**config.mk**
```make
export PLATFORM = sky130hd
export DESIGN_NAME = reg_file32_flat
export DESIGN_NICKNAME = d
export VERILOG_FILES = /design/src/rtl/reg_file32_if.sv /design/src/rtl/reg_file32.sv /design/src/flat_wrapper.sv
export SDC_FILE = /design/constraint.sdc
export NUM_CORES = 2
export LEC_CHECK = 0
export ABC_AREA = 1
export CORE_MARGIN = 3
export CORE_UTILIZATION = 55
export CTS_CLUSTER_SIZE = 10
export DETAILED_ROUTE_END_ITERATION = 10
export PLACE_DENSITY = 0.72
export SLEW_MARGIN = 20
export SYNTH_ARGS = -nofsm -noshare
export SYNTH_HDL_FRONTEND = slang
export SYNTH_SLANG_ARGS = --single-unit
```
**constraint.sdc**
```tcl
create_clock -name clock -period 45.4 [get_ports clock]
set_clock_uncertainty 0.05 [all_clocks]
set_input_delay 9.08 -clock clock [delete_from_list [all_inputs] [get_ports clock]]
set_output_delay 9.08 -clock clock [all_outputs]
set_load 0.01 [all_outputs]
```
**src/rtl/reg_file32_if.sv**
```systemverilog
// reg_file32_if: register-file access bus.
// Carries the two read selects and their returned data, plus the single
// write port (select, data, enable). Clock and reset stay outside the bus.
interface reg_file32_if #(
  parameter int DATA_WIDTH = 32,
  parameter int ADDR_WIDTH = 5
);

  logic [ADDR_WIDTH-1:0] Read1;
  logic [ADDR_WIDTH-1:0] Read2;
  logic [ADDR_WIDTH-1:0] WriteReg;
  logic [DATA_WIDTH-1:0] WriteData;
  logic                  RegWrite;
  logic [DATA_WIDTH-1:0] Data1;
  logic [DATA_WIDTH-1:0] Data2;

  // Decode/writeback side: drives selects and write data, receives read data.
  modport master (
    output Read1,
    output Read2,
    output WriteReg,
    output WriteData,
    output RegWrite,
    input  Data1,
    input  Data2
  );

  // Register-file side.
  modport slave (
    input  Read1,
    input  Read2,
    input  WriteReg,
    input  WriteData,
    input  RegWrite,
    output Data1,
    output Data2
  );

endinterface

```
**src/rtl/reg_file32.sv**
```systemverilog
// reg_file32: 2**ADDR_WIDTH x DATA_WIDTH general-purpose register file.
// Two combinational read ports, one synchronous write port, optional
// hardwired-zero register 0 (ZERO_REG).
// Optional feature macro: REGFILE_WRITE_BYPASS_EN -- when defined, each read
// port forwards WriteData in the same cycle if it selects the register being
// written (write-through). Without it, reads show stored contents only.
module reg_file32 #(
  parameter int DATA_WIDTH = 32,
  parameter int ADDR_WIDTH = 5,
  parameter int ZERO_REG   = 1
) (
  input  logic          clock,
  input  logic          reset,
  reg_file32_if.slave   bus
);

  localparam int DEPTH   = 2 ** ADDR_WIDTH;
  localparam bit ZERO_EN = (ZERO_REG != 0);

  logic [DATA_WIDTH-1:0] regs_q [DEPTH];
  logic [DATA_WIDTH-1:0] regs_d [DEPTH];
  logic                  wr_allowed;
  logic [DATA_WIDTH-1:0] rd1_data;
  logic [DATA_WIDTH-1:0] rd2_data;

  // A write is accepted unless it targets the hardwired-zero register.
  always_comb begin
    wr_allowed = bus.RegWrite;
    if (ZERO_EN && (bus.WriteReg == '0)) begin
      wr_allowed = 1'b0;
    end
  end

  // Next-state of the storage array: hold everything, update the one target.
  always_comb begin
    regs_d = regs_q;
    if (wr_allowed) begin
      regs_d[bus.WriteReg] = bus.WriteData;
    end
  end

  // Storage: asynchronous clear so reads drop to zero without a clock edge;
  // a write is therefore impossible while reset is held.
  always_ff @(posedge clock or posedge reset) begin
    if (reset) begin
      for (int i = 0; i < DEPTH; i++) begin
        regs_q[i] <= '0;
      end
    end else begin
      regs_q <= regs_d;
    end
  end

  // Read port 1: stored value, masked for register 0, optional forwarding.
  always_comb begin
    rd1_data = regs_q[bus.Read1];
    if (ZERO_EN && (bus.Read1 == '0)) begin
      rd1_data = '0;
    end
`ifdef REGFILE_WRITE_BYPASS_EN
    if (wr_allowed && !reset && (bus.Read1 == bus.WriteReg)) begin
      rd1_data = bus.WriteData;
    end
`endif
  end

  // Read port 2: identical to port 1, evaluated independently.
  always_comb begin
    rd2_data = regs_q[bus.Read2];
    if (ZERO_EN && (bus.Read2 == '0)) begin
      rd2_data = '0;
    end
`ifdef REGFILE_WRITE_BYPASS_EN
    if (wr_allowed && !reset && (bus.Read2 == bus.WriteReg)) begin
      rd2_data = bus.WriteData;
    end
`endif
  end

  assign bus.Data1 = rd1_data;
  assign bus.Data2 = rd2_data;

endmodule

```
**src/flat_wrapper.sv**
```systemverilog
// flat-port wrapper written by rule: the top's interface ports become plain ports
module reg_file32_flat 
#(
  parameter int DATA_WIDTH = 32,
  parameter int ADDR_WIDTH = 5,
  parameter int ZERO_REG   = 1
)
  (clock, reset, bus_Read1, bus_Read2, bus_WriteReg, bus_WriteData, bus_RegWrite, bus_Data1, bus_Data2);
  reg_file32_if #(.DATA_WIDTH(DATA_WIDTH), .ADDR_WIDTH(ADDR_WIDTH)) bus_i ();
  input  logic clock;
  input  logic reset;
  input wire logic [$bits(bus_i.Read1)-1:0] bus_Read1;
  input wire logic [$bits(bus_i.Read2)-1:0] bus_Read2;
  input wire logic [$bits(bus_i.WriteReg)-1:0] bus_WriteReg;
  input wire logic [$bits(bus_i.WriteData)-1:0] bus_WriteData;
  input wire logic [$bits(bus_i.RegWrite)-1:0] bus_RegWrite;
  output wire logic [$bits(bus_i.Data1)-1:0] bus_Data1;
  output wire logic [$bits(bus_i.Data2)-1:0] bus_Data2;
  assign bus_i.Read1 = bus_Read1;
  assign bus_i.Read2 = bus_Read2;
  assign bus_i.WriteReg = bus_WriteReg;
  assign bus_i.WriteData = bus_WriteData;
  assign bus_i.RegWrite = bus_RegWrite;
  assign bus_Data1 = bus_i.Data1;
  assign bus_Data2 = bus_i.Data2;
  reg_file32 #(.DATA_WIDTH(DATA_WIDTH), .ADDR_WIDTH(ADDR_WIDTH), .ZERO_REG(ZERO_REG)) u_core (.clock(clock), .reset(reset), .bus(bus_i));
endmodule
```
Word-level counts from Yosys, hierarchy flattened
Cells that the tools add are included.
{"block": "word_totals", "register_bits": 1024}
{"block": "classes", "n_lt_le_gt_ge": 4, "muxes": 12, "n_bitwise": 3, "n_reduce_logical": 4}
{"operator": "$bwmux W1024", "n": 1}
{"operator": "$bmux W32 S5", "n": 2}
{"operator": "$mux W32", "n": 7}
{"operator": "$demux W32 S5", "n": 1}
{"operator": "$ge A6 B6 Y1 const B", "n": 3}
{"operator": "$not A5 Y6", "n": 3}
{"operator": "$logic_not A5 Y1", "n": 3}
{"operator": "$lt A6 B1 Y1 const B", "n": 1}
{"operator": "$logic_and A1 B1 Y1", "n": 1}
{"operator": "$mux W1", "n": 1}

Logic depth before layout (Yosys ltp)
{"block": "depth", "depth_word": 6, "ltp_mapped": 12}

Worst setup path after synthesis
OpenSTA, ideal clock, no wires.
{"block": "synth_path", "kind": "in2out", "start": "in bus_Read2[0]", "end": "out bus_Data2[14]", "arrival_ns": 10.478, "required_time_ns": 36.270, "slack_ns": 25.792, "stages": 12, "cell_sequence": "buf_2 -> inv_2 -> clkbuf_1 -> clkbuf_1 -> nand2_1 -> nand3_1 -> nand3_1 -> nand2_1 -> nand2_1 -> nand3_1 -> nand2_1 -> nor2_1"}
{"block": "synth_between", "elab_chain_len": 5, "word_cells_on_any_way": 6}
{"item": "from (decl)", "line": "flat_wrapper.sv:13", "text": "input wire logic [$bits(bus_i.Read2)-1:0] bus_Read2;"}
{"item": "$not A5 Y6 (implied by the code)", "line": "reg_file32.sv:69", "text": "rd2_data = regs_q[bus.Read2];"}
{"item": "$bmux W32 S5", "line": "reg_file32.sv:69"}
{"item": "$mux W32 (implied by the code) (2 in a row)", "line": "reg_file32.sv:69"}
{"item": "$mux W32 (*)", "line": "reg_file32.sv:70", "text": "if (ZERO_EN && (bus.Read2 == '0)) begin"}
{"item": "to (decl)", "line": "flat_wrapper.sv:18", "text": "output wire logic [$bits(bus_i.Data2)-1:0] bus_Data2;"}
Every way passes the cells marked *; elsewhere a longest branch is shown, timed or not. The select of a mux whose other input is x is not followed.

Final worst setup path
{"block": "layout_path", "start": "in bus_Read1[0]", "end": "out bus_Data1[11]"}
{"block": "layout_between", "elab_chain_len": 5, "word_cells_on_any_way": 6}
{"item": "from (decl)", "line": "flat_wrapper.sv:12", "text": "input wire logic [$bits(bus_i.Read1)-1:0] bus_Read1;"}
{"item": "$not A5 Y6 (implied by the code)", "line": "reg_file32.sv:56", "text": "rd1_data = regs_q[bus.Read1];"}
{"item": "$bmux W32 S5", "line": "reg_file32.sv:56"}
{"item": "$mux W32 (implied by the code) (2 in a row)", "line": "reg_file32.sv:56"}
{"item": "$mux W32 (*)", "line": "reg_file32.sv:57", "text": "if (ZERO_EN && (bus.Read1 == '0)) begin"}
{"item": "to (decl)", "line": "flat_wrapper.sv:17", "text": "output wire logic [$bits(bus_i.Data1)-1:0] bus_Data1;"}
Marked as above.

==> out/qor.yml <==
drt_iter0_markers: 8500
io_buffers: 113
ys_warn_count: 0
clk_pin_slew_worst_paths_ns: 0.06
maxCapViolations: 0
regArea_um2: 25600
vdd_drop_max_uv: 32.0
critPathSlowestCell: "buf_4"
worstSetupStartpoint: "bus_Read1[0]"
worst_slew_pin_slew_ns: 1.21
grt_remaining_overflow: 0
hold_class: "reg2reg"
place_congestion: 0.845
layout-drive-gt1-share_pct: 3.26
die_h_um: 326
yosysTopAreaCell: "dfrtp_1"
grtUsageTotal_pct: 38.2
setup_slack_ns: 22.50
die_w_um: 326
startpoint_type: "input pin"
dp_slack_ns: 22.74
cts_hold_buffers: 0
power.density_nw_per_um2: 42.6
syn_area_um2: 56200
finalNetCount: 7879
area_delta_synth_final_pct: 7.24
synth_cells: 8292
crit_top_cell: "nor2_1"
clock_sinks: 1024
yosys.cell_types.count: 17
largest_reg_flops: 1024
regMostFlops: "u_core.regs_q"
drc: 0
synth.top_cell.area_share_pct: 45.6
routed_via_density: 6.24
clkLatencyLatePin_ns: 0.70
p_leak_nw: 28.5
std_cell_rows: 116
drt-pass1-iter-count: 9
cts_setup_buffers: 0
finalMaxSlewViolations: 0
synthesis.nets: 8342
grt_max_degree: 196
totalNegativeSetupSlack_ns: 0
grt_pass1_wl_um: 317000
vias: 57588
hold_viol_final: 0
synth_area_leaders: "dfrtp_1 46%, nand2_1 23%, nand3_1 12%, o21ai_0 9.0%, clkbuf_1 4.5%"
setup_viol: 0
rsz0062_at_grt: "no"
run_status: "completed"
cts_root_buf: "clkbuf_16"
fillers: 9448
ant_nets: 0
dp_hpwl_um: 101000
fin_hold_ws_ns: 0.351
p_total_mw: 2.57
tritoncts: "built"
wl_per_cell_um: 22.5
max_freq_ghz: 0.0437
critPathMaxFanout: 195
ys_seq_area_share_pct: 45.6
crit_path_max_incr_delay_ns: 0.78
dp.cells: 9068
multi_input_area_um2: 27700
finalCriticalPeriod_ns: 22.90
cts_resized: 0
initial_core_util_pct: 55.8
r2r-start: "u_core.regs_q[442]"
worstPathCellList: "buf_8 -> buf_12 -> buf_4 -> buf_4 -> nor2_1 -> nor2_1 -> o21ai_0 -> o21ai_0 -> nor2_1 -> nor2_1 -> nor2_1 -> nor2_1 -> clkdlybuf4s50_1"
io_pins: 114
clockBufferDepth: 3
reg_top3: "u_core.regs_q (1024)"
die-area_um2: 106000
hold_start: "u_core.regs_q[1010]"
final_cells: 9222
core_region_area_um2: 101000
numCtsBuffers: 116
cp.required_ns: 36.27
criticalPathCategory: "in2out"
antenna_found_initial: 5
relSlewSlack_pct: 19.2
endpoint_kind: "output port"
ctsHtreeMaxLevel: 3
fin_crit_sh_pct: 50.5
cp.arrival_ns: 13.77
first_global_vias: 53549
ys_ff_latch: 1024
totalWireLength_um: 207000
synth_area_per_cell_um2: 6.78
## path summary, 6_finish.rpt
kind,end,slack [ns],cells after the start
worst max register to register,u_core.regs_q[442],44.57,2
worst max-delay path,bus_Data1[11],22.50,13
worst min-delay path,u_core.regs_q[1010],0.35,0
min in group asynchronous,u_core.regs_q[655],8.86,2
worst min register to register,u_core.regs_q[1010],0.35,0
max in group asynchronous,u_core.regs_q[922],32.47,6
## worst max-delay path: cells and delay by family
kind / cells / cell delay (ns)
AND/OR/NAND/NOR: 6 / 0.81
AO/OA/AOI/OAI: 2 / 0.20
buffers and inverters: 5 / 3.29
## kinds of logic (layout without fill, tap and decap cells)
logic type             Yosys count  after routing  synth area share, %
AO/OA/AOI/OAI                 1246           1246                 11.1
buffers and inverters          841            410                 5.63
flip-flops                    1024           1024                 45.6
other                            0              4                    0
AND/OR/NAND/NOR               5181           5181                 37.7
## metal layers
metal  GRT usage (%)  wire length [µm]
met1            50.2             79700
met2            59.1             90200
met3            9.34             25900
met4            19.3             11700
met5               0                30
## cell usage in the layout, fill, tap and decap left out
cell type / count
nor3_1: 8
nor4_4: 2
a21oi_1: 177
inv_1: 69
buf_4: 58
diode_2: 4
o21ai_0: 1011
nor2_1: 343
nand3_2: 1
buf_2: 2
nor3b_4: 1
clkbuf_8: 10
buf_6: 2
o21ai_1: 58
buf_12: 7
clkbuf_16: 119
clkdlybuf4s50_1: 103
inv_8: 5
dfrtp_1: 1024
nand2_4: 29
buf_8: 4
inv_6: 3
inv_4: 2
nor3_2: 1
clkbuf_1: 17
nand2_1: 3425
nand3_1: 1370
nand3_4: 1
clkinv_2: 3
inv_2: 6
## cell usage after synthesis, drive strengths merged
master / count
nor2: 343
nor3b: 1
dfrtp: 1024
clkinv: 1
nor3: 9
clkbuf: 676
nand3: 1372
nand2: 3454
buf: 81
inv: 83
o21ai: 1069
a21oi: 177
nor4: 2
## final cells by class
cell class	count	share of cell area (%)
tap	1357	2.82
clock buffer	146	5.27
clock inverter	4	0.0394
inverter	84	0.610
antenna	4	0.0166
sequential	1024	42.5
timing repair buffer	176	2.82
multi-input combinational	6427	45.9
## stage by stage
step / util (%) / area [µm²]
after floorplan: - / 56200
after global placement: 56.7 / 57100
after detailed placement: 56.7 / 57100
after CTS: 59.8 / 60300
after global routing: 59.9 / 60300
final: 59.9 / 60300
## report_power, final
group	switching (mW)	internal (mW)	leakage, nW
sequential	0.133	1.08	13.3
clock	0.368	0.479	1.57
combinational	0.322	0.185	13.7
total	0.822	1.75	28.5
Note: power is estimated with default switching activity, not from simulation.
